==> src/rtl/branch_resolve_queue.sv <==
// In-order queue of conditional-branch predictions awaiting resolution; on each
// resolve it strobes a predictor update and, on a mispredict, flushes and repairs the GHR.
module branch_resolve_queue #(
   parameter int DEPTH = 4,
   parameter int GHR_W = 12,
   parameter int CNT_W = 16
) (
   input  logic             CLK,
   input  logic             RESET,
   input  logic             Pred_valid,
   input  logic             Pred_taken,
   input  logic [31:0]      Pred_addr,
   input  logic [31:0]      Pred_target,
   input  logic [GHR_W-1:0] Pred_ghr,
   output logic             Pred_ready,
   input  logic             Res_valid,
   input  logic             Res_taken,
   input  logic [31:0]      Res_target,
   output logic             Upd_valid,
   output logic             Upd_taken,
   output logic [GHR_W-1:0] Upd_ghr,
   output logic             Flush,
   output logic [31:0]      Redirect_addr,
   output logic [GHR_W-1:0] Recover_ghr,
   output logic [CNT_W-1:0] Branch_count,
   output logic [CNT_W-1:0] Mispredict_count,
   output logic             Res_error
);
   localparam int PW = $clog2(DEPTH);
   localparam logic [PW:0] FULL_C = (PW+1)'(DEPTH);

   logic             r_taken  [DEPTH];
   logic [31:0]      r_addr   [DEPTH];
   logic [31:0]      r_target [DEPTH];
   logic [GHR_W-1:0] r_ghr    [DEPTH];

   logic [PW-1:0] r_wr_ptr, r_rd_ptr;
   logic [PW:0]   r_count;

   logic             w_push, w_pop, w_mispred, w_push_eff;
   logic             w_head_taken;
   logic [31:0]      w_head_addr, w_head_target, w_redirect;
   logic [GHR_W-1:0] w_head_ghr;

   assign Pred_ready    = (r_count != FULL_C);
   assign w_push        = Pred_valid & Pred_ready;
   assign w_pop         = Res_valid & (r_count != '0);
   assign w_head_taken  = r_taken[r_rd_ptr];
   assign w_head_addr   = r_addr[r_rd_ptr];
   assign w_head_target = r_target[r_rd_ptr];
   assign w_head_ghr    = r_ghr[r_rd_ptr];
   assign w_mispred     = (Res_taken != w_head_taken) |
                          (Res_taken & w_head_taken & (Res_target != w_head_target));
   // A push racing a mispredict pop is on the wrong path and is dropped.
   assign w_push_eff    = w_push & ~(w_pop & w_mispred);
   assign w_redirect    = Res_taken ? Res_target : (w_head_addr + 32'd8);

   always_ff @(posedge CLK) begin
      if (w_push_eff) begin
         r_taken[r_wr_ptr]  <= Pred_taken;
         r_addr[r_wr_ptr]   <= Pred_addr;
         r_target[r_wr_ptr] <= Pred_target;
         r_ghr[r_wr_ptr]    <= Pred_ghr;
      end
   end

   always_ff @(posedge CLK or negedge RESET) begin
      if (!RESET) begin
         r_wr_ptr         <= '0;
         r_rd_ptr         <= '0;
         r_count          <= '0;
         Upd_valid        <= 1'b0;
         Upd_taken        <= 1'b0;
         Upd_ghr          <= '0;
         Flush            <= 1'b0;
         Redirect_addr    <= '0;
         Recover_ghr      <= '0;
         Branch_count     <= '0;
         Mispredict_count <= '0;
         Res_error        <= 1'b0;
      end else begin
         Upd_valid <= w_pop;
         Flush     <= w_pop & w_mispred;
         if (w_push_eff)
            r_wr_ptr <= r_wr_ptr + PW'(1);
         if (w_pop & w_mispred) begin
            r_rd_ptr         <= r_wr_ptr;
            r_count          <= '0;
            Redirect_addr    <= w_redirect;
            Recover_ghr      <= {w_head_ghr[GHR_W-2:0], Res_taken};
            if (!(&Mispredict_count))
               Mispredict_count <= Mispredict_count + CNT_W'(1);
         end else begin
            if (w_pop)
               r_rd_ptr <= r_rd_ptr + PW'(1);
            case ({w_push_eff, w_pop})
               2'b10:   r_count <= r_count + (PW+1)'(1);
               2'b01:   r_count <= r_count - (PW+1)'(1);
               default: r_count <= r_count;
            endcase
         end
         if (w_pop) begin
            Upd_taken <= Res_taken;
            Upd_ghr   <= w_head_ghr;
            if (!(&Branch_count))
               Branch_count <= Branch_count + CNT_W'(1);
         end
         if (Res_valid && r_count == '0)
            Res_error <= 1'b1;
      end
   end
endmodule
==> config.mk <==
export PLATFORM = sky130hd
export DESIGN_NAME = branch_resolve_queue
export DESIGN_NICKNAME = d
export VERILOG_FILES = /design/src/rtl/branch_resolve_queue.sv
export SDC_FILE = /design/constraint.sdc
export NUM_CORES = 1
export LEC_CHECK = 0
export ABC_CLOCK_PERIOD_IN_PS = 4850
export BUFFER_PORTS_ARGS = -buffer_cell sky130_fd_sc_hd__buf_2
export CORE_MARGIN = 2
export CORE_UTILIZATION = 45
export DETAILED_ROUTE_END_ITERATION = 6
export PLACE_DENSITY = 0.67
export SLEW_MARGIN = 20
export SYNTH_ARGS = -nofsm -noshare
export SYNTH_HDL_FRONTEND = slang
export SYNTH_SLANG_ARGS = --single-unit
==> constraint.sdc <==
create_clock -name CLK -period 4.85 [get_ports CLK]
set_input_delay 0 -clock CLK [delete_from_list [all_inputs] [get_ports CLK]]
set_output_delay 0 -clock CLK [all_outputs]
set_load 0.02 [all_outputs]
-- Yosys cells after proc, flatten, opt, wreduce, memory -nomap -nowiden
Memory sizes are Yosys's and may differ from the RTL's.
Index checks and enable logic that the tools add are counted.
W data, S select, Z words.
- bits in registers: 99
- memory bits (writable): 308
- output and inout port bits: 93
- word-level logic and storage cells: 54
- memories: 4
- $add $sub $neg: 7
- equality and inequality tests: 5
- muxes and demuxes: 7
- bitwise logic cells: 10
- reductions and logical operators: 9
- memory list (memory ; depth ; width ; rd ports ; clocked after memory_dff ; wr ports ; RTL line ; RTL):
    r_addr ; 4 ; 32 ; 1 ; 0 ; 1 ; 33 ; logic [31:0] r_addr [DEPTH];
    r_target ; 4 ; 32 ; 1 ; 0 ; 1 ; 34 ; logic [31:0] r_target [DEPTH];
    r_ghr ; 4 ; 12 ; 1 ; 0 ; 1 ; 35 ; logic [GHR_W-1:0] r_ghr [DEPTH];
    r_taken ; 4 ; 1 ; 1 ; 0 ; 1 ; 32 ; logic r_taken [DEPTH];
- operators by type and width (cell ; count):
    $add A16 B1 Y16 const B ; 2
    $add A32 B4 Y32 const B ; 1
    $mux W32 ; 1
    $ne A32 B32 Y1 ; 1
    $reduce_and A16 Y1 ; 2
    $and A1 B1 Y1 ; 6
    $pmux W3 S2 ; 1
    $reduce_bool A3 Y1 ; 2
    $add A2 B1 Y2 const B ; 2
    $mux W2 ; 2
    $reduce_and A2 Y1 ; 2
    $add A3 B1 Y3 const B ; 1
    $logic_not A3 Y1 ; 1
    $mux W3 ; 1
    $ne A3 B3 Y1 const B ; 1
    $not A1 Y1 ; 3
    $sub A3 B1 Y3 const B ; 1
    $eq A2 B1 Y1 const B ; 1
    $eq A2 B2 Y1 const B ; 1
    $mux W1 ; 2
    $reduce_bool A2 Y1 ; 1
    $logic_and A1 B1 Y1 ; 1
    $ne A1 B1 Y1 ; 1
    $or A1 B1 Y1 ; 1

-- Longest topological paths before layout
Gate-level depths: netlist of run 1.
An unclocked memory read counts as a cell.
- depth after elaboration: 10
- gate-level depth with buffers: 16
- mapped depth without buffers: 12

-- Worst setup path before layout of run 1
No wires, ideal clock.
- path kind: register to register
- from: reg r_rd_ptr[0]
- to: mem r_addr[0][0], enable pin
- setup time: 0.444 ns
- arrival time: 4.723 ns
- path slack: -0.317 ns
- stages on the path, launching flop included: 12
- path buffers: 5
- period minus slack after synthesis: 5.167 ns
- cell sequence: dfrtp_1 -> buf_6 -> buf_4 -> buf_6 -> buf_6 -> buf_1 -> mux4_2 -> ha_1 -> o21ai_0 -> a31oi_1 -> nor2_2 -> and2_1
- cells in the longest elaborated chain, start to end: 9
- elaborated cells between the ends (all ways): 12
- classes of those cells: 2 x eq/ne; 2 x mux; 6 x bitwise; 2 x memory
- RTL lines (item ; RTL line ; RTL):
    start: declaration ; 37 ; logic [PW-1:0] r_wr_ptr, r_rd_ptr;
    start signal: assignment ; 87 ; r_rd_ptr <= r_wr_ptr;
    start signal: assignment ; 95 ; r_rd_ptr <= r_rd_ptr + PW'(1);
    $mem_v2 Z4 W32 or $mem_v2 Z4 W1 (tied branches) ; - ;
    $ne A32 B32 Y1 or $and A1 B1 Y1 (tied branches) ; 53 ; (Res_taken & w_head_taken & (Res_target != w_head_target));
    $and A1 B1 Y1 ; 53 ;
    $or A1 B1 Y1 (*) ; 52 ; assign w_mispred = (Res_taken != w_head_taken) |
    $and A1 B1 Y1 (*) ; 55 ; assign w_push_eff = w_push & ~(w_pop & w_mispred);
    $not A1 Y1 (*) ; 55 ;
    $and A1 B1 Y1 (*) ; 55 ;
    $mux W1 (*) ; 59 ; if (w_push_eff) begin
    $mux W1 (not written as such) (*) ; 61 ; r_addr[r_wr_ptr] <= Pred_addr;
    end: declaration ; 33 ;
Every way passes the cells marked *; elsewhere a longest branch is shown, timed or not.

-- Final worst setup path of run 1
- from: reg r_rd_ptr[0]
- to: reg r_count[2]
- cells in the longest elaborated chain, start to end: 10
- elaborated cells between the ends (all ways): 15
- classes of those cells: 4 x eq/ne; 2 x mux; 6 x bitwise; 1 x reduce/logical; 2 x memory
- RTL lines (item ; RTL line ; RTL):
    $mem_v2 Z4 W32 or $mem_v2 Z4 W1 (tied branches) ; - ;
    $ne A32 B32 Y1 or $and A1 B1 Y1 (tied branches) ; 53 ;
    $and A1 B1 Y1 ; 53 ;
    $or A1 B1 Y1 (*) ; 52 ;
    $and A1 B1 Y1 (*) ; 55, 86 ;
    $not A1 Y1 ; 55 ;
    $and A1 B1 Y1 ; 55 ;
    $eq A2 B1 Y1 or $eq A2 B2 Y1 (tied branches) ; 96 ; case ({w_push_eff, w_pop})
    $pmux W3 S2 ; 96 ;
    $mux W3 ; 86 ; if (w_pop & w_mispred) begin
    end signal: assignment ; 97 ; 2'b10: r_count <= r_count + (PW+1)'(1);
    end signal: assignment ; 98 ; 2'b01: r_count <= r_count - (PW+1)'(1);
    end signal: assignment ; 99 ; default: r_count <= r_count;
    end: declaration ; 38 ; logic [PW:0] r_count;
Marks and branches as above.
A chain may end at the register's enable or synchronous reset.

==> results of run 1 <==
## kinds of logic (layout without fill, tap and decap cells)
kind of cell	Yosys count	after routing	synth area share, %
xor gates and xnor gates	87	87	4.58
adders and majority gates	9	9	0.723
buffers and inverters	55	441	1.87
AOI/OAI and AO/OA	56	56	2.15
muxes	123	123	13.9
other	0	5	0
DFF	407	407	70.6
and+or+nand+nor	209	209	6.20
## how the worst max path moves through the flow
| stage | startpoint | cells past startpoint | to |
|---|---|---|---|
| 4_1_cts | r_rd_ptr[0]$_DFFE_PN0P_ | 9 | r_addr[1][12]$_DFFE_PP_ |
| 6_report | r_rd_ptr[0]$_DFFE_PN0P_ | 12 | r_count[2]$_DFFE_PN0P_ |
| 2_1_floorplan | r_rd_ptr[0]$_DFFE_PN0P_ | 11 | r_addr[0][0]$_DFFE_PP_ |
| 3_3_place_gp | r_rd_ptr[0]$_DFFE_PN0P_ | 12 | r_count[2]$_DFFE_PN0P_ |
| 5_1_grt | r_rd_ptr[0]$_DFFE_PN0P_ | 12 | r_count[2]$_DFFE_PN0P_ |
| 3_5_place_dp | r_rd_ptr[0]$_DFFE_PN0P_ | 9 | r_target[1][12]$_DFFE_PP_ |
## layout make-up
type	instances	area [um2]
Inverter	17	63.8
Clock buffer	54	1190
Fill cell	2794	15600
Antenna cell	5	12.5
Tap cell	468	586
Sequential cell	407	11700
Multi-Input combinational cell	484	4610
Timing Repair Buffer	344	2440
Clock inverter	26	287
## synth_stat cells (2+ instances only)
| cell type | instances | area, um2 |
|---|---|---|
| sky130_fd_sc_hd__mux2i_1 | 7 | 70.1 |
| sky130_fd_sc_hd__clkbuf_1 | 13 | 48.8 |
| sky130_fd_sc_hd__nor2_1 | 21 | 78.8 |
| sky130_fd_sc_hd__o211ai_1 | 4 | 30.0 |
| sky130_fd_sc_hd__nor3_1 | 7 | 35.0 |
| sky130_fd_sc_hd__nand3_1 | 23 | 115 |
| sky130_fd_sc_hd__o22ai_1 | 5 | 31.3 |
| sky130_fd_sc_hd__o21ai_0 | 28 | 140 |
| sky130_fd_sc_hd__buf_2 | 6 | 30.0 |
| sky130_fd_sc_hd__a21oi_1 | 4 | 20.0 |
| sky130_fd_sc_hd__dfrtp_1 | 99 | 2480 |
| sky130_fd_sc_hd__nor4_1 | 3 | 18.8 |
| sky130_fd_sc_hd__nor2b_1 | 2 | 12.5 |
| sky130_fd_sc_hd__and2_1 | 7 | 43.8 |
| sky130_fd_sc_hd__nand2_1 | 90 | 338 |
| sky130_fd_sc_hd__edfxtp_1 | 308 | 9250 |
| sky130_fd_sc_hd__and3_1 | 9 | 56.3 |
| sky130_fd_sc_hd__and4_1 | 4 | 35.0 |
| sky130_fd_sc_hd__nand4_1 | 30 | 188 |
| sky130_fd_sc_hd__a31oi_1 | 3 | 18.8 |
| sky130_fd_sc_hd__buf_6 | 12 | 135 |
| sky130_fd_sc_hd__xnor2_1 | 69 | 604 |
| sky130_fd_sc_hd__xor2_1 | 18 | 158 |
| sky130_fd_sc_hd__mux2_4 | 22 | 330 |
| sky130_fd_sc_hd__mux4_2 | 76 | 1710 |
| sky130_fd_sc_hd__inv_1 | 17 | 63.8 |
| sky130_fd_sc_hd__ha_1 | 8 | 100 |
| sky130_fd_sc_hd__buf_4 | 2 | 15.0 |
| sky130_fd_sc_hd__nand2b_1 | 4 | 25.0 |
| sky130_fd_sc_hd__o22ai_2 | 4 | 50.1 |
| sky130_fd_sc_hd__mux2_2 | 18 | 203 |
| sky130_fd_sc_hd__a21o_1 | 2 | 15.0 |
| sky130_fd_sc_hd__buf_1 | 5 | 18.8 |
## per-layer routing
metal  vias to the layer above  share of wire (%)  GRT usage (%)
li1                       4352                  -              -
met1                      4886                 42           27.4
met2                       352                 49           33.4
met3                        65                6.7           3.97
met4                         2                2.6           6.73
met5                         -              0.044              0
## power groups by stage
stage | Clock [mW] | Sequential, mW | Combinational, mW
floorplan | 0 | 5.32 | 2.56
global placement | 0 | 5.15 | 3.89
detailed placement | 0 | 5.18 | 3.95
CTS | 3.43 | 5.11 | 4.04
global route | 3.57 | 5.19 | 4.31
finish | 3.37 | 5.11 | 3.98
## worst max-delay path: cells and delay by family, from the launching register on
kind / cells / cell delay, ns
compound gates: 4 / 0.69
xor+xnor: 1 / 0.18
fa+ha+maj: 1 / 0.43
buf+inv: 1 / 0.26
flops: 1 / 0.65
mux: 1 / 0.53
simple gates: 4 / 1.18
## state kept, by name, summed over array words and instances (netlist names)
signal            flops
Recover_ghr          12
r_wr_ptr              2
r_taken               4
Redirect_addr        32
Upd_ghr              12
r_target            128
Flush                 1
r_addr              128
Upd_valid             1
r_rd_ptr              2
Res_error             1
Upd_taken             1
r_count               3
r_ghr                48
Branch_count         16
Mispredict_count     16
## through the flow
step / cells / hold slack, ns
floorplan: 946 / -0.296
finish: 1805 / 0.0298
global placement: 1608 / 0.0827
global route: 1805 / 0.0738
detailed placement: 1608 / 0.0805
CTS: 1800 / 0.0401
## cell usage in the layout (no fill, tap or decap), types with 8 or more instances in the layout
cell type and instances:
sky130_fd_sc_hd__dlygate4sd3_1 112, sky130_fd_sc_hd__buf_4 20, sky130_fd_sc_hd__dfrtp_1 97, sky130_fd_sc_hd__nand3_1 23, sky130_fd_sc_hd__inv_1 17, sky130_fd_sc_hd__nor2_1 21
sky130_fd_sc_hd__mux2_2 18, sky130_fd_sc_hd__and3_1 9, sky130_fd_sc_hd__buf_2 205, sky130_fd_sc_hd__clkbuf_16 43, sky130_fd_sc_hd__edfxtp_1 308, sky130_fd_sc_hd__nand4_1 30
sky130_fd_sc_hd__mux2_4 22, sky130_fd_sc_hd__o21ai_0 28, sky130_fd_sc_hd__ha_1 8, sky130_fd_sc_hd__xor2_1 18, sky130_fd_sc_hd__clkinv_1 8, sky130_fd_sc_hd__nand2_1 90
sky130_fd_sc_hd__mux4_2 76, sky130_fd_sc_hd__xnor2_1 69
==> results summary, run 1 <==
The source-to-sink clock delay at the later pin of the worst-skew pair came out at 0.55 ns. The sort of element at the end of the critical path is a flip-flop. The die width is 196 um.

The overall global routing resource usage came out at 20.3%. The hold violation count in the final report was 0. Post-CTS timing repair inserted 0 buffers for setup. The global-route wire length before repair is 59000 um. The switching power came out at 3.98 mW. The critical path is of the reg -> reg type.

The remaining number of nets flagged by the antenna check after routing came out at 0. The maximum clock rate came out at 247 MHz. The number of gates resized after cts came out at 0. The global placer's final weighted congestion is 0.778. The relative slew slack is 27.3%. Data on the critical path is required at its endpoint by 5.29 ns. The detailed-placement wirelength estimate is 25700 um.

The startpoint class of the critical path is a flip-flop. The share of total power dissipated in sequential elements is 41.0%. The minimum setup slack after placement is 0.775 ns. The clock-pin transition on the worst setup and hold timing paths is 0.06 ns.

Once placement finished, the instance area stood at 18300 um2. For this block, the via count after detailed routing is 9657. The worst min-delay path category is in -> async. The number of maximum-capacitance violations is 0. The post-route netlist has 32.3% of its cells at a drive strength greater than 1. The clock network burns 27.0% of the power. The final count of pins violating max slew is 0. The core region area is 36500 um2. Summed over all cells, the static leakage comes to 7.82 nW. Walking the worst path, the cells encountered are buf_12 > mux4_2 > xnor2_1 > nand4_1 > nor4_1 > a31oi_4 > nor2_2 > nor2_1 > fa_1 > o211ai_1 > o22ai_1 > a21o_1. Of the available clock period, the critical path in the final layout requires 83.5%.

The number of detailed-routing iterations run before antenna repair came out at 7. The clock tree from TritonCTS is done. The effective utilization at floorplan is 45.5%. The sequential-to-total area share from yosys stat came out at 70.6%. The final net count came out at 1420.

The end-of-flow core utilization is 57.3%. The number of cells on the worst reg-to-reg path is 12. The number of clock sinks is 407. The routed wire length is 38500 um. The internal power of the cells is 8.47 mW. Compared with the post-synthesis result, the final layout area differs by 25.8%.

The maximum number of pins on one net before global-route repair is 75. The count of pins on the block boundary is 207. The detail-routed net length per standard cell is 21.3 um.

The number of distinct standard cells referenced by the synthesized netlist is 49. The clock skew after layout is 0.00998 ns. The number of buffers inserted by hold repair at cts is 112.

The H-tree depth came out at 2. The die footprint came out at 38500 um2. The total of endpoints with negative setup slack in the final report came out at 0. The routed design could run at a clock period as short as 4.05 ns. The proportion of total power due to net switching came out at 32.0%. In the synthesized netlist, the number of instances is 946. The post-detailed-route via-to-cell ratio came out at 5.35.

The launch instance of the worst register-to-register path is r_rd_ptr[0]$_DFFE_PN0P_. Setup slack on the worst reg-to-reg path comes out at 0.80 ns. On the worst path, the slowest cell contributes a delay of 0.65 ns. The total negative slack for setup checks came out at 0 ns. The maximum root-to-sink buffer count came out at 3.

The flow ran to the end, and the final reports show no timing, DRC or antenna violations. The die span in y is 196 um. The worst-path cell with the longest stage delay is sky130_fd_sc_hd__dfrtp_4.

The number of global-route vias before repair is 9992. Setup repair after global routing left no endpoint under its margin. After synthesis the netlist holds a flip-flop and latch count of 407. The mean instance size in the synthesized netlist is 17.6 um2. The worst register-to-register path ends at r_count[2]$_DFFE_PN0P_. The total overflow left after global routing is 0.

The worst voltage drop across the vdd grid came out at 0.346 mV. The floorplan has 70 rows. The number of buffers added on ports is 206. The slack of the critical path came out at 0.801 ns.

The actual slew at the worst max-slew pin came out at 1.09 ns. The total CTS buffers is 43. The number of nets in the synthesized netlist is 1069. STA puts the critical path data arrival time at 4.49 ns. The area of the mapped netlist came out at 16600 um2. In this run, the combinational gates consume 32.0% of the power. The number of antenna violations at the first check in global routing is 6. Among all flip-flop cells after synthesis, the most frequent one is sky130_fd_sc_hd__edfxtp_1. Counting flops with a built-in enable in the synthesized netlist gives 308.

In the routed design, unresolved DRC markers number 0. The share of synthesized flip-flops with an asynchronous set or reset is 24.3%. The power density normalized to cell area came out at 595 nW/um2. Clock tree synthesis selected as its root buffer the cell sky130_fd_sc_hd__clkbuf_16. The maximum fanout along the worst path is 21. The number of warnings issued by yosys came out at 0.

The post-route standard cell area excluding fillers came out at 20900 um2. The violation count after the first detailed-routing iteration is 580. Total power for the finished layout comes to 12.5 mW.
Note: power is estimated with default switching activity, not from simulation.
==> run 2: changes to the inputs <==
--- a/config.mk
+++ b/config.mk
@@ -5,12 +5,12 @@
 export SDC_FILE = /design/constraint.sdc
 export NUM_CORES = 1
 export LEC_CHECK = 0
-export ABC_CLOCK_PERIOD_IN_PS = 4850
+export ABC_AREA = 1
+export ABC_CLOCK_PERIOD_IN_PS = 4170
 export BUFFER_PORTS_ARGS = -buffer_cell sky130_fd_sc_hd__buf_2
 export CORE_MARGIN = 2
 export CORE_UTILIZATION = 45
 export DETAILED_ROUTE_END_ITERATION = 6
-export PLACE_DENSITY = 0.67
 export SLEW_MARGIN = 20
 export SYNTH_ARGS = -nofsm -noshare
 export SYNTH_HDL_FRONTEND = slang
==> constraint.sdc (replaced) <==
create_clock -name CLK -period 4.17 [get_ports CLK]
set_input_delay 0 -clock CLK [delete_from_list [all_inputs] [get_ports CLK]]
set_output_delay 0 -clock CLK [all_outputs]
set_load 0.02 [all_outputs]
==> run 2 against run 1 <==
Against the previous run:
- sequential share of layout area shrank 2.3 points
- combinational power grew 46%
- non-clock buffer count shrank 6
- sequential cell count is the same
- wire length grew 21%
- utilization shrank 0.93 points
- sequential power grew 14%
- die area grew 6.4%
- count of clock-buffer cells in the layout grew 5
- worst setup slack lost 0.27 ns
- final area grew 4.3%
- critical path type unchanged
- largest cell class unchanged
==> results summary, run 2 <==
The final route contains 12.8k vias. The clock-pin transition on the worst setup and hold timing paths came out at 0.06 ns. The launch instance of the worst register-to-register path is r_rd_ptr[0]$_DFFE_PN0P_. The number of synthesized flops with an enable pin came out at 308. The count of pins on the block boundary came out at 207. The maximum root-to-sink buffer count is 3. The worst hold path belongs to the class in -> reg.

The final standard cell count with taps included and fillers excluded came out at 2478. The total area inside the core boundary comes to 38700 um2. The hold violation count in the final report is 0. For this run, design rule violations remaining after detail routing come to 0. The number of warnings issued by yosys is 0. The combined flip-flop and latch cell area came out at 11700 um2. The remaining global-route overflow is 0. The final net count is 2048. STA puts the critical path data required time at 4.66 ns.

For this run, the total global-route usage over all layers was measured as 23.0%. The number of buffers inserted by hold repair at cts came out at 110. The first global-routing pass estimated 72500 um of wire. Once placement completed, the tool counted placed cells totaling 2286.

Entering global routing, the biggest net connects 161 pins. The final count of pins violating max slew came to 0. The post-synth net total is 1734. The flip-flop and latch count after synthesis came out at 407.

The startpoint class of the critical path is a flip-flop. In the layout the commonest cells are sky130_fd_sc_hd__nand2_1 (375), sky130_fd_sc_hd__edfxtp_1 (308), sky130_fd_sc_hd__nor2_1 (212). The number of antenna violations at the first check in global routing came out at 1.

The total area of multi-input combinational cells came out at 5200 um2. Setup repair after global routing left no endpoint under its margin. The endpoint of the worst register-to-register path is r_count[2]$_DFFE_PN0P_. The post-synthesis cell count came out at 1611. The standby leakage power is 8.78 nW. Of the total synthesized cell area, the portion taken by XOR and XNOR cells is 2.87%. At the pin with the least slew margin, the transition time is 0.921 ns.

The number of clock sinks came out at 407. The critical path ends at r_count[2]$_DFFE_PN0P_. For this run, the leading register cell type out of synthesis is sky130_fd_sc_hd__edfxtp_1. The power density normalized to cell area came out at 721 nW/um2.

The buffers inserted during post-CTS setup optimization is 0. The number of global-route vias before repair came to 12.6k. The critical path class is reg -> reg.

After synthesis, the largest family of logic cells by area is simple AND/OR/NAND/NOR gates. The root buffer cell chosen for the clock tree is sky130_fd_sc_hd__clkbuf_16. The total CTS buffers is 45. The total of fill cells in the finished design came out at 3373. The die span in y is 202 um. The total of endpoints with negative setup slack in the final report came out at 0. The synthesized netlist devotes 17.9% of its cell area to simple gates. The area of the mapped netlist is 17700 um2. The global placer's final weighted congestion is 0.874. The H-tree depth came out at 2. The detailed-placement wirelength estimate is 29700 um. The final critical delay including setup and external delays came out at 3.64 ns. At the later pin of the worst-skew pair, clock insertion delay measures 0.57 ns. The number of buffers added on ports is 206. The share of post-route cells with drive strength above 1 is 17.7%. The sort of element at the end of the critical path is a flip-flop.

The synthesized netlist contains 48 unique library cells. The growth of design area from synthesis to finish is 23.2%. The final period utilization came out at 87.2%.

The data arrival time of the critical path came out at 4.12 ns. The initialized floorplan defines 72 standard-cell rows. Setup total negative slack on the finished layout was measured at 0 ns.

The worst hold slack after final layout is 0.0504 ns. The number of detailed-routing iterations run before antenna repair came out at 5. The worst voltage drop across the vdd grid came out at 0.418 mV. Wires add up to 46400 um. The fraction of synthesized cell area taken by the top area cell type came out at 52.2%. The critical path startpoint is r_rd_ptr[0]$_DFFE_PN0P_. The detail-routed net length per standard cell came out at 18.7 um.

For this configuration, the core starts out at a cell density of 45.7%. The remaining number of nets flagged by the antenna check after routing came out at 0. The clock arrives with 0.0275 ns of skew. The cell taking the most area after synthesis is sky130_fd_sc_hd__edfxtp_1. The largest registers in the layout are r_addr x128, r_target x128, r_ghr x48. The register-to-register path setup slack is 0.53 ns. The die width is 202 um. The relative slew slack is 38.6%. The share of the Yosys chip area taken by registers is 66.2%.

The die footprint is 41000 um2. Of all nets on the critical path, the largest fanout is 37. Multiplexer cells account for 0.0636% of the synthesized area. The adder and majority gate portion of the synthesized area came out at 0.678%. After synthesis, the cell types taking the most area are sky130_fd_sc_hd__edfxtp_1 (52%), sky130_fd_sc_hd__dfrtp_1 (14%), sky130_fd_sc_hd__nand2_1 (7.9%).

The violation count after the first detailed-routing iteration came out at 916. The library cell used most frequently in the layout, excluding fill and tap cells, is sky130_fd_sc_hd__nand2_1. The number of maximum-capacitance violations is 0. The number of cells on the worst reg-to-reg path is 16.

A synthesized cell averages 11.0 um2. The post-detailed-route via-to-cell ratio is 5.15. In the post-synthesis netlist, the cell with the most instances is sky130_fd_sc_hd__nand2_1.

TritonCTS built the clock tree. Counting instances in the post-synthesis netlist gives the leading cell types as sky130_fd_sc_hd__nand2_1 (375), sky130_fd_sc_hd__edfxtp_1 (308), sky130_fd_sc_hd__nor2_1 (216). The maximum clock rate came out at 275 MHz.

Summing the areas of all compound-gate instances in the mapped netlist gives 7.65% of the synthesized area. Counting flops with an async set or reset pin after synthesis yields a share of 24.3%. The number of gates resized after cts came out at 0. The run finished with clean final reports.
[run 2: changes by cell type after synthesis, moves of 59 or more]
cell	previous run	this run
sky130_fd_sc_hd__nand2_1	90	375
sky130_fd_sc_hd__nor2_1	21	216
sky130_fd_sc_hd__nand3_1	23	108
sky130_fd_sc_hd__mux4_2	76	0
sky130_fd_sc_hd__o21ai_0	28	100
sky130_fd_sc_hd__inv_1	17	76
[run 2: critical path: stages (launching register included)]
cell and delay, ns:
sky130_fd_sc_hd__dfrtp_4 0.50, sky130_fd_sc_hd__inv_4 0.25, sky130_fd_sc_hd__buf_12 0.26, sky130_fd_sc_hd__buf_4 0.38
sky130_fd_sc_hd__o21ai_0 0.13, sky130_fd_sc_hd__o22ai_1 0.17, sky130_fd_sc_hd__ha_1 0.26, sky130_fd_sc_hd__inv_1 0.12
sky130_fd_sc_hd__nand2_2 0.21, sky130_fd_sc_hd__o21bai_2 0.25, sky130_fd_sc_hd__inv_1 0.08, sky130_fd_sc_hd__fa_1 0.38
sky130_fd_sc_hd__xnor2_1 0.22, sky130_fd_sc_hd__inv_1 0.06, sky130_fd_sc_hd__nand3_1 0.08, sky130_fd_sc_hd__nand2_1 0.08
sky130_fd_sc_hd__o21ai_1 0.11
[run 2: final cells by class]
class                           count  share of cell area (%)
Sequential cell                   407                    53.8
Multi-Input combinational cell   1051                    23.8
Timing Repair Buffer              338                    11.1
Clock buffer                       59                    5.60
Tap cell                          518                    2.97
Inverter                           82                    1.44
Clock inverter                     22                    1.33
Antenna cell                        1                  0.0115
[run 2: worst min path at each step]
stage                         startpoint                               to  slack (ns)  cells after the start
after floorplan                    RESET      Branch_count[0]$_DFFE_PN0P_       -0.30                      0
after global placement             RESET  Mispredict_count[3]$_DFFE_PN0P_        0.19                      1
after detailed placement           RESET  Mispredict_count[3]$_DFFE_PN0P_        0.19                      1
after CTS                     Pred_valid           r_count[1]$_DFFE_PN0P_        0.02                      6
after global routing      Res_target[26]    Redirect_addr[26]$_DFFE_PN0P_        0.04                      5
final                     Res_target[26]    Redirect_addr[26]$_DFFE_PN0P_        0.05                      5
[run 2: logic make-up (layout without fill, tap and decap cells)]
logic type / count (synthesis) / count (layout)
buffers and inverters: 153 / 501
other: 0 / 1
xor gates and xnor gates: 58 / 58
muxes: 1 / 1
and+or+nand+nor: 760 / 760
DFF: 407 / 407
adders and majority gates: 9 / 9
AOI/OAI and AO/OA: 223 / 223
[run 2: per-layer routing]
layer,GRT usage [%],wire length [um]
met1,31.7,20800
met2,37.6,22300
met3,4.29,2470
met4,6.05,937
met5,0,0
[run 2: metrics by stage]
| step | area (um2) | worst slack, ns | total power, mW | util (%) |
|---|---|---|---|---|
| after floorplan | 17700 | -0.590 | 9.91 | - |
| after global placement | 19200 | 0.503 | 11.6 | 49.6 |
| after detailed placement | 19200 | 0.460 | 11.6 | 49.6 |
| after CTS | 21800 | 0.441 | 15.8 | 56.3 |
| after global routing | 21800 | 0.0750 | 16.7 | 56.3 |
| final | 21800 | 0.534 | 15.7 | 56.3 |
[run 2: where the power goes]
part	switching, mW	internal (mW)	leakage (nW)
Clock	1.57	2.49	0.729
Combinational	4.05	1.78	4.05
Sequential	0.439	5.39	4.00
==> run 3: changes to the inputs <==
--- a/config.mk
+++ b/config.mk
@@ -6,7 +6,7 @@
 export NUM_CORES = 1
 export LEC_CHECK = 0
 export ABC_AREA = 1
-export ABC_CLOCK_PERIOD_IN_PS = 4170
+export ABC_CLOCK_PERIOD_IN_PS = 4400
 export BUFFER_PORTS_ARGS = -buffer_cell sky130_fd_sc_hd__buf_2
 export CORE_MARGIN = 2
 export CORE_UTILIZATION = 45
==> constraint.sdc (replaced) <==
create_clock -name CLK -period 4.4 [get_ports CLK]
set_input_delay 0 -clock CLK [delete_from_list [all_inputs] [get_ports CLK]]
set_output_delay 0 -clock CLK [all_outputs]
set_load 0.02 [all_outputs]
==> run 3 against run 2 <==
Against the previous run:
- utilization down 0.51 points
- non-clock buffer count did not move
- global-route usage up 0.20 points
- combinational power decreased by 6.3%
- power shrank 7.7%
- critical path type unchanged
- largest cell class unchanged
- highest routed layer unchanged
==> results summary, run 3 (synthesis results as in run 2) <==
The post-detailed-route via-to-cell ratio came out at 5.15. The final net count came out at 2046. The cell area after placement came out at 19200 um2. The detailed-placement wirelength estimate came out at 30300 um. The number of antenna violations at the first check in global routing was 1. The die footprint came out at 41000 um2.

The critical path in this run is classified as reg -> reg. STA classifies the critical path endpoint as a flip-flop. The core region is 38700 um2.

The routed wire length is 46700 um. The total negative slack for setup checks is 0 ns. Leaving out fill and tap cells, the most frequent cell in the layout is sky130_fd_sc_hd__nand2_1. Entering global routing, the biggest net connects 161 pins.

The detail-routed net length per standard cell came out at 18.9 um. The total power of the final layout is 14.5 mW. The worst path required time is 4.59 ns. The floorplan step set the die width to 202 um. The clock root buffer is sky130_fd_sc_hd__clkbuf_16. The clock-pin transition on the worst setup and hold timing paths came out at 0.06 ns.

The post-route standard cell area excluding fillers came out at 21600 um2. For this run, the top clock speed supported by timing is 271 MHz. For this block, the initial DRC count from the detailed router was 759. During I/O placement, the number of pins put on the boundary was 207. The final period utilization is 84.0%.

In this run the worst hold path is classified as in -> reg. The cell total after placement is 2285. The number of buffers added on ports came out at 206.

The power density normalized to cell area came out at 671 nW/um2. Of all nets on the critical path, the largest fanout is 160. The number of global-route vias before repair was 12.8k. The clock skew after layout came out at 0.0125 ns. The die span in y is 202 um. STA puts the critical path data arrival time at 3.89 ns. The number of gates resized after cts came out at 0. The total of endpoints with negative setup slack in the final report came out at 0. The run finished with clean final reports. The growth of design area from synthesis to finish came out at 22.1%. At the pin with the least slew margin, the transition time is 0.933 ns. The total CTS buffers came out at 43.

The number of clock sinks is 407. The remaining global-route overflow came out at 0. Summing over every cut layer, the via total after detailed routing is 12.7k.

The final critical delay including setup and external delays is 3.70 ns. The DRC violation count after routing came out at 0. STA classifies the critical path startpoint as a flip-flop.

The worst voltage drop across the vdd grid came out at 0.431 mV. The final standard cell count with taps included and fillers excluded came out at 2471. The effective utilization at floorplan came out at 45.7%. The number of maximum-capacitance violations is 0.

The global-route wire length before repair is 72500 um. At the end of routability-driven placement, the weighted congestion stood at 0.849. In this run the static leakage power is 8.70 nW.

The remaining number of nets flagged by the antenna check after routing is 0. The largest registers in the layout are r_addr x128, r_target x128, r_ghr x48. The source-to-sink clock delay at the later pin of the worst-skew pair came out at 0.57 ns.

The overall global routing resource usage is 23.2%. The clock tree from TritonCTS is done. The final count of pins violating max slew came out at 0. The H-tree depth is 2. The hold violation count in the final report is 0. Setup repair after global routing left no endpoint under its margin. The relative slew slack came out at 37.6%. In the layout the commonest cells are sky130_fd_sc_hd__nand2_1 (375), sky130_fd_sc_hd__edfxtp_1 (308), sky130_fd_sc_hd__nor2_1 (212).

The count of standard-cell rows came out at 72. The clock passes through at most 3 buffers. The number of detailed-routing iterations run before antenna repair came out at 5. The share of post-route cells with drive strength above 1 is 17.3%.
## run 3: layer usage
layer / GRT usage, % / up-vias / wire (um)
li1: - / 6162 / -
met1: 30.6 / 6116 / 20100
met2: 37.8 / 361 / 22200
met3: 4.50 / 92 / 2700
met4: 9.41 / 0 / 1700
met5: 0 / - / 0
## run 3: worst max-delay path, cell delays in order, from the launching register on
cell and delay (ns):
sky130_fd_sc_hd__dfrtp_4 0.44, sky130_fd_sc_hd__buf_12 0.46, sky130_fd_sc_hd__nand2_1 0.10, sky130_fd_sc_hd__nand3_1 0.15, sky130_fd_sc_hd__nand3_1 0.11, sky130_fd_sc_hd__nand2_1 0.08, sky130_fd_sc_hd__nand3_1 0.07, sky130_fd_sc_hd__nor2_1 0.21
sky130_fd_sc_hd__nand2_1 0.08, sky130_fd_sc_hd__nor2_1 0.10, sky130_fd_sc_hd__nand2_1 0.10, sky130_fd_sc_hd__nand2_2 0.11, sky130_fd_sc_hd__nand2_2 0.19, sky130_fd_sc_hd__nand2_2 0.13, sky130_fd_sc_hd__nand2_2 0.20, sky130_fd_sc_hd__nor2_4 0.17
sky130_fd_sc_hd__buf_4 0.48
## run 3: where the power goes
| group | switching (mW) | total (mW) | internal, mW | leakage, nW |
|---|---|---|---|---|
| registers | 0.437 | 5.54 | 5.11 | 4.00 |
| clock network | 1.46 | 3.51 | 2.06 | 0.660 |
| logic | 3.80 | 5.46 | 1.66 | 4.04 |
## run 3: worst paths after layout
kind	from	to	slack, ns	cells past startpoint
worst min register to register	Res_error$_DFFE_PN0P_	Res_error$_DFFE_PN0P_	0.47	1
worst max register to register	r_rd_ptr[0]$_DFFE_PN0P_	r_addr[3][21]$_DFFE_PP_	0.70	16
max in group asynchronous	RESET	r_rd_ptr[0]$_DFFE_PN0P_	3.22	3
worst max-delay path	r_rd_ptr[0]$_DFFE_PN0P_	r_addr[3][21]$_DFFE_PP_	0.70	16
min in group asynchronous	RESET	Mispredict_count[4]$_DFFE_PN0P_	0.04	2
worst min-delay path	Res_target[26]	Redirect_addr[26]$_DFFE_PN0P_	0.02	5
## run 3: repair_timing
action,CTS,global route
hold endpoints to repair,405,0
buffers inserted,0,0
hold buffers,111,0
## run 3: stage by stage
step,worst slack (ns),hold WS (ns),utilization [%]
after floorplan,-0.360,-0.296,-
after global routing,0.330,0.0610,55.8
after detailed placement,0.670,0.121,49.5
after global placement,0.735,0.118,49.5
final,0.704,0.0200,55.8
after CTS,0.649,0.0108,55.8
## run 3: area by class of cell
cell class | count | area [um2]
Fill cell | 3395 | 17100
Multi-Input combinational cell | 1051 | 5200
Antenna cell | 1 | 2.50
Clock buffer | 53 | 1180
Timing Repair Buffer | 338 | 2380
Tap cell | 518 | 648
Clock inverter | 21 | 173
Sequential cell | 407 | 11700
Inverter | 82 | 315
